[src/rtl/traffic_scheduler_pkg.sv]
// Shared types and constants for the UL/DL traffic scheduler.
package traffic_pkg;

    localparam int   PKT_ID_W      = 8;
    localparam logic TYPE_UL       = 1'b0;
    localparam logic TYPE_DL       = 1'b1;
    localparam int   DEPTH_DEF     = 4;
    localparam int   DL_WEIGHT_DEF = 2;

    typedef struct packed {
        logic [PKT_ID_W-1:0] id;
        logic                pkt_type;
    } pkt_t;

endpackage

[src/rtl/traffic_scheduler_fifo.sv]
// Synchronous packet-ID FIFO with occupancy level; a push to a full queue is
// accepted only when the same cycle also pops.
module pkt_fifo #(
    parameter int DEPTH = 4,
    parameter int W     = 8
) (
    input  logic                     clk,
    input  logic                     rst,
    input  logic                     push,
    input  logic                     pop,
    input  logic [W-1:0]             din,
    output logic [W-1:0]             dout,
    output logic                     full,
    output logic                     empty,
    output logic [$clog2(DEPTH):0]   level
);

    localparam int AW = $clog2(DEPTH);
    localparam int LW = AW + 1;

    logic [W-1:0]  mem [DEPTH];
    logic [AW-1:0] wr_ptr;
    logic [AW-1:0] rd_ptr;
    logic          do_push;
    logic          do_pop;

    assign full    = (level == LW'(DEPTH));
    assign empty   = (level == '0);
    assign do_pop  = pop && !empty;
    assign do_push = push && (!full || do_pop);
    assign dout    = mem[rd_ptr];

    // Power-of-two depth lets the pointers wrap naturally.
    always_ff @(posedge clk) begin
        if (rst) begin
            wr_ptr <= '0;
            rd_ptr <= '0;
            level  <= '0;
        end else begin
            if (do_push) wr_ptr <= wr_ptr + AW'(1);
            if (do_pop)  rd_ptr <= rd_ptr + AW'(1);
            case ({do_push, do_pop})
                2'b10:   level <= level + LW'(1);
                2'b01:   level <= level - LW'(1);
                default: level <= level;
            endcase
        end
    end

    always_ff @(posedge clk) begin
        if (do_push) mem[wr_ptr] <= din;
    end

endmodule

[src/rtl/traffic_scheduler.sv]
// Two-queue UL/DL packet scheduler with credit-weighted arbitration feeding a
// registered ready/valid output stage.
module traffic_scheduler
    import traffic_pkg::*;
#(
    parameter int DEPTH     = DEPTH_DEF,
    parameter int DL_WEIGHT = DL_WEIGHT_DEF
) (
    input  logic                    clk,
    input  logic                    rst,
    input  logic                    in_valid,
    input  logic [PKT_ID_W-1:0]     in_id,
    input  logic                    in_type,
    output logic                    out_valid,
    output logic [PKT_ID_W-1:0]     out_id,
    output logic                    out_type,
    input  logic                    out_ready,
    output logic [$clog2(DEPTH):0]  ul_level,
    output logic [$clog2(DEPTH):0]  dl_level,
    output logic [7:0]              drop_count
);

    localparam int CW = $clog2(DL_WEIGHT + 1);
    localparam logic [CW-1:0] CREDIT_MAX = CW'(DL_WEIGHT);

    logic                ul_push, dl_push, ul_pop, dl_pop;
    logic                ul_full, dl_full, ul_empty, dl_empty;
    logic [PKT_ID_W-1:0] ul_head, dl_head;
    logic                load, grant_ul, grant_dl, drop;
    logic [CW-1:0]       credit;
    pkt_t                sel_pkt;

    assign ul_push = in_valid && (in_type == TYPE_UL);
    assign dl_push = in_valid && (in_type == TYPE_DL);

    pkt_fifo #(.DEPTH(DEPTH), .W(PKT_ID_W)) u_ul_fifo (
        .clk(clk), .rst(rst), .push(ul_push), .pop(ul_pop), .din(in_id),
        .dout(ul_head), .full(ul_full), .empty(ul_empty), .level(ul_level)
    );

    pkt_fifo #(.DEPTH(DEPTH), .W(PKT_ID_W)) u_dl_fifo (
        .clk(clk), .rst(rst), .push(dl_push), .pop(dl_pop), .din(in_id),
        .dout(dl_head), .full(dl_full), .empty(dl_empty), .level(dl_level)
    );

    // UL wins only once DL has used up its credit, or when DL has nothing queued.
    assign load     = !out_valid || out_ready;
    assign grant_ul = !ul_empty && (dl_empty || credit == CREDIT_MAX);
    assign grant_dl = !dl_empty && !grant_ul;
    assign ul_pop   = load && grant_ul;
    assign dl_pop   = load && grant_dl;
    assign drop     = (ul_push && ul_full && !ul_pop) || (dl_push && dl_full && !dl_pop);

    always_comb begin
        sel_pkt = '{id: dl_head, pkt_type: TYPE_DL};
        if (grant_ul) sel_pkt = '{id: ul_head, pkt_type: TYPE_UL};
    end

    always_ff @(posedge clk) begin
        if (rst) begin
            out_valid  <= 1'b0;
            out_id     <= '0;
            out_type   <= 1'b0;
            credit     <= '0;
            drop_count <= '0;
        end else begin
            if (drop && drop_count != 8'hFF) drop_count <= drop_count + 8'd1;
            if (load) begin
                out_valid <= grant_ul || grant_dl;
                if (grant_ul || grant_dl) begin
                    out_id   <= sel_pkt.id;
                    out_type <= sel_pkt.pkt_type;
                end
                if (grant_ul)
                    credit <= '0;
                else if (grant_dl)
                    credit <= (credit == CREDIT_MAX) ? CREDIT_MAX : credit + CW'(1);
            end
        end
    end

endmodule
[config.mk]
export PLATFORM = sky130hd
export DESIGN_NAME = traffic_scheduler
export DESIGN_NICKNAME = d
export VERILOG_FILES = /design/src/rtl/traffic_scheduler_pkg.sv /design/src/rtl/traffic_scheduler_fifo.sv /design/src/rtl/traffic_scheduler.sv
export SDC_FILE = /design/constraint.sdc
export NUM_CORES = 1
export LEC_CHECK = 0
export ABC_AREA = 1
export CORE_MARGIN = 1.5
export CORE_UTILIZATION = 30
export CTS_CLUSTER_DIAMETER = 30
export DETAILED_ROUTE_END_ITERATION = 10
export GPL_ROUTABILITY_DRIVEN = 0
export SLEW_MARGIN = 25
export SYNTH_ARGS = -nofsm -noshare
export SYNTH_HDL_FRONTEND = slang
export SYNTH_SLANG_ARGS = --single-unit
[constraint.sdc]
create_clock -name clk -period 3.2 [get_ports clk]
set_clock_uncertainty 0.1 [all_clocks]
set_input_delay 0.64 -clock clk [delete_from_list [all_inputs] [get_ports clk]]
set_output_delay 0.64 -clock clk [all_outputs]
set_load 0.05 [all_outputs]
==> results.md <==
| Item | Value |
|:---|:---|
| Clock Tree Buf Depth | 2 |
| Hold bufs inserted after CTS | 0 |
| Wire length reported by the detailed router | 8680 µm |
| Max-capacitance violation count | 0 |
| Signal arrival time at the worst endpoint | 2.78 ns |
| Fraction of layout instances using a drive strength above 1 | 0.0789 |
| Count of vias placed by the detailed router | 3,141 |
| Total of buffers placed on input and output ports | 36 |
| Biggest area consumer among synthesized cells | sky130_fd_sc_hd__edfxtp_1 |
| # H-tree levels | 3 |
| Setup violations, final | 0 |
| Clk slew on worst S/H paths | 0.07 ns |
| Type of the worst min-delay path | reg2reg |
| IR drop worst, VDD | 0.425 mV |
| Flop-to-flop setup slack | 0.68 ns |
| Share of the yosys chip area belonging to registers | 0.607 |
| Area of the die | 15,500 µm² |
| # IOs | 37 |
| Clock tree from TritonCTS | done |
| Flop and latch count out of synthesis | 102 |
| Maximum achievable frequency | 377 MHz |
| Fraction of synthesized cell area taken by the top area cell type | 0.435 |
| Clock Tree Root | sky130_fd_sc_hd__clkbuf_16 |
| Die Width | 124 µm |
| Required time of the critical path | 3.33 ns |
| Final critical-path share of the clock period | 0.829 |
| Number of cells on the critical path | 13 |
| Number of max-slew violations in the final report | 0 |
| Largest fanout on the critical path | 3 |
| Synth Cell Area | 4420 µm² |
| RSZ-0062 raised after global routing | false |
| Via count of the first global-routing pass | 2,997 |
| Outcome | complete, no violations |
| Transition at the pin with the smallest max-transition slack | 0.614 ns |
| Cell count after placement | 675 |
| Synthesis warning total | 0 |
| Total routing resource utilization after global routing | 0.117 |
| Worst-skew pair later-pin latency | 0.34 ns |
| Overall die height | 124 µm |
| Static power due to leakage | 2.04 nW |
| Initial Util | 0.305 |
| Wire per inst | 12.6 µm |
| Average instance area after synthesis | 9.66 µm² |
| Minimum clock period | 2.65 ns |
| CP delay by family, top | buffers and inverters |
| Core ar. | 14,500 µm² |
| CP max-delay cell | sky130_fd_sc_hd__clkdlybuf4s50_1 |
| Count of distinct cell types in the synthesized netlist | 26 |
| Pin count of the biggest net entering global routing | 26 |
| Setup repair bufs after CTS | 0 |
| Total global routing overflow | 0 |
| Antenna violations before repair | 0 |
| Most area-consuming cells after synthesis | sky130_fd_sc_hd__edfxtp_1, sky130_fd_sc_hd__dfxtp_1, sky130_fd_sc_hd__nand2_1 |
| First-iteration detailed-routing DRC count | 198 |
| Post-CTS resize count | 0 |
| Sink count of the clock tree | 102 |
| Area grow syn2layout | 19.7% |
| Detailed-router iteration count before antenna repair | 4 |
| Worst-path cell chain | clkdlybuf4s50_1 > nor2_1 > inv_1 > nand3_1 > nand4_1 > nand2_1 > ha_1 > inv_1 > fa_1 > a21oi_1 > o21ai_0 > o21ai_0 > a21oi_1 |
| Vias per Instance | 4.55 |
| Cts bufs inserted | 9 |
| Number of core rows | 44 |
| Buffers and inverters on the worst path | 3 |
| Final instance count without filler cells | 691 |
| Number of cells produced by synthesis | 457 |
| DRC violations left | 0 |
| Final nets | 530 |
| HPWL after detailed placement | 5920 µm |
| Reg2Reg Launch Point | credit[0]$_SDFFE_PP0P_ |
| Type of the setup path with the least slack | in2reg |
| Worst-case headroom to the max-slew limit | 0.590 |
| Wire length of the first global-routing pass | 14,400 µm |
| Number of nets with antenna violations after detailed routing | 0 |
| Critical Path Sink Type | register |
| Fillers | 1,465 |
| Aggregate negative setup slack | 0 ns |
| Net count after synthesis | 485 |
| Final count of hold timing violations | 0 |
| Diode count | 0 |
| RR Endpoint | u_dl_fifo.level[2]$_SDFFE_PP0P_ |
| Critical Path End | u_ul_fifo.level[2]$_SDFFE_PP0P_ |
| Depth of the most critical reg-to-reg path | 14 |
| Element type at the critical path start | primary input |
| Startpoint of the worst setup timing path | out_ready |
| Power density relative to cell area | 752 nW/µm² |
| Delay of the slowest cell on the worst path | 0.40 ns |
## placed cells by master (no fill, tap or decap), drive strengths merged
cell / count
buf: 12
nand2: 107
clkinv: 4
nor2: 64
nand3: 31
edfxtp: 64
a21oi: 33
o21ai: 24
or2: 1
inv: 51
o21a: 1
o211ai: 8
dfxtp: 38
clkbuf: 11
ha: 13
nand4: 1
fa: 2
clkdlybuf4s50: 36
xor2: 2
nand3b: 4
## registers in the layout, indices dropped and copies added, names as in the netlist, named ones only
signal	count
credit	2
drop_count	8
out_id	8
out_type	1
out_valid	1
u_dl_fifo.level	3
u_dl_fifo.mem	32
u_dl_fifo.rd_ptr	2
u_dl_fifo.wr_ptr	2
u_ul_fifo.level	3
u_ul_fifo.mem	32
u_ul_fifo.rd_ptr	2
u_ul_fifo.wr_ptr	2
## worst reg2reg max path, delay by kind of cell, from the launching register on
family / cells / cell delay (ns)
AOI/OAI and AO/OA: 4 / 0.48
adders and majority gates: 3 / 0.85
buffers and inverters: 2 / 0.13
DFF: 1 / 0.33
and+or+nand+nor: 5 / 0.57
## metrics by stage
step	setup slack, ns	util	instance area (µm²)	power (mW)	hold WS [ns]
2_1_floorplan	0.561	-	4420	2.65	0.336
5_1_grt	0.315	0.365	5290	4.23	0.399
3_5_place_dp	0.196	0.347	5020	3.01	0.362
4_1_cts	0.559	0.365	5290	4.01	0.373
3_3_place_gp	0.279	0.347	5020	2.98	0.356
6_report	0.548	0.365	5290	3.98	0.370
## cells by family after synthesis
logic type,count (synthesis),share of synthesized area
XOR/XNOR,2,0.00397
adder cells (fa/ha/maj),15,0.0459
AO/OA/AOI/OAI,66,0.0799
flip-flops,102,0.607
AND/OR/NAND/NOR,208,0.203
buffers and inverters,64,0.0603
## how the worst min path moves through the flow
stage	from	endpoint	slack (ns)	depth (start not counted)
CTS	out_id[0]$_SDFFE_PP0P_	out_id[0]$_SDFFE_PP0P_	0.37	2
global placement	credit[0]$_SDFFE_PP0P_	credit[0]$_SDFFE_PP0P_	0.36	2
global route	out_id[0]$_SDFFE_PP0P_	out_id[0]$_SDFFE_PP0P_	0.40	2
floorplan	u_ul_fifo.rd_ptr[1]$_SDFFE_PP0P_	register	0.34	2
detailed placement	out_id[0]$_SDFFE_PP0P_	out_id[0]$_SDFFE_PP0P_	0.36	2
finish	out_id[5]$_SDFFE_PP0P_	out_id[5]$_SDFFE_PP0P_	0.37	2
## Yosys cell counts, drive strengths merged
cell    instances
nand2         107
edfxtp         64
nor2           64
inv            50
dfxtp          38
a21oi          33
nand3          31
o21ai          24
ha             13
buf             9
o211ai          8
clkbuf          5
nand3b          4
fa              2
xor2            2
nand4           1
o21a            1
or2             1
## power breakdown
part	switching [mW]	total, mW	internal [mW]
registers	0.124	1.66	1.54
clock network	0.467	0.997	0.530
logic	0.878	1.32	0.438
## metal layers
layer,global-route usage,share of wire,vias to the layer above
met1,0.151,0.47,1470
met5,0,0,-
met4,0.0291,0.012,0
met3,0.0348,0.049,10
met2,0.192,0.47,70
li1,-,-,1591
## cell type report
cell class / count / area [µm²] / area share
Clock inverter: 5 / 35.0 / 0.00663
Tap cell: 184 / 230 / 0.0436
Clock buffer: 11 / 233 / 0.0440
Sequential cell: 102 / 2680 / 0.507
Timing Repair Buffer: 48 / 450 / 0.0852
Multi-Input combinational cell: 291 / 1470 / 0.278
Inverter: 50 / 188 / 0.0355
Power figures use the tool's default switching activity.
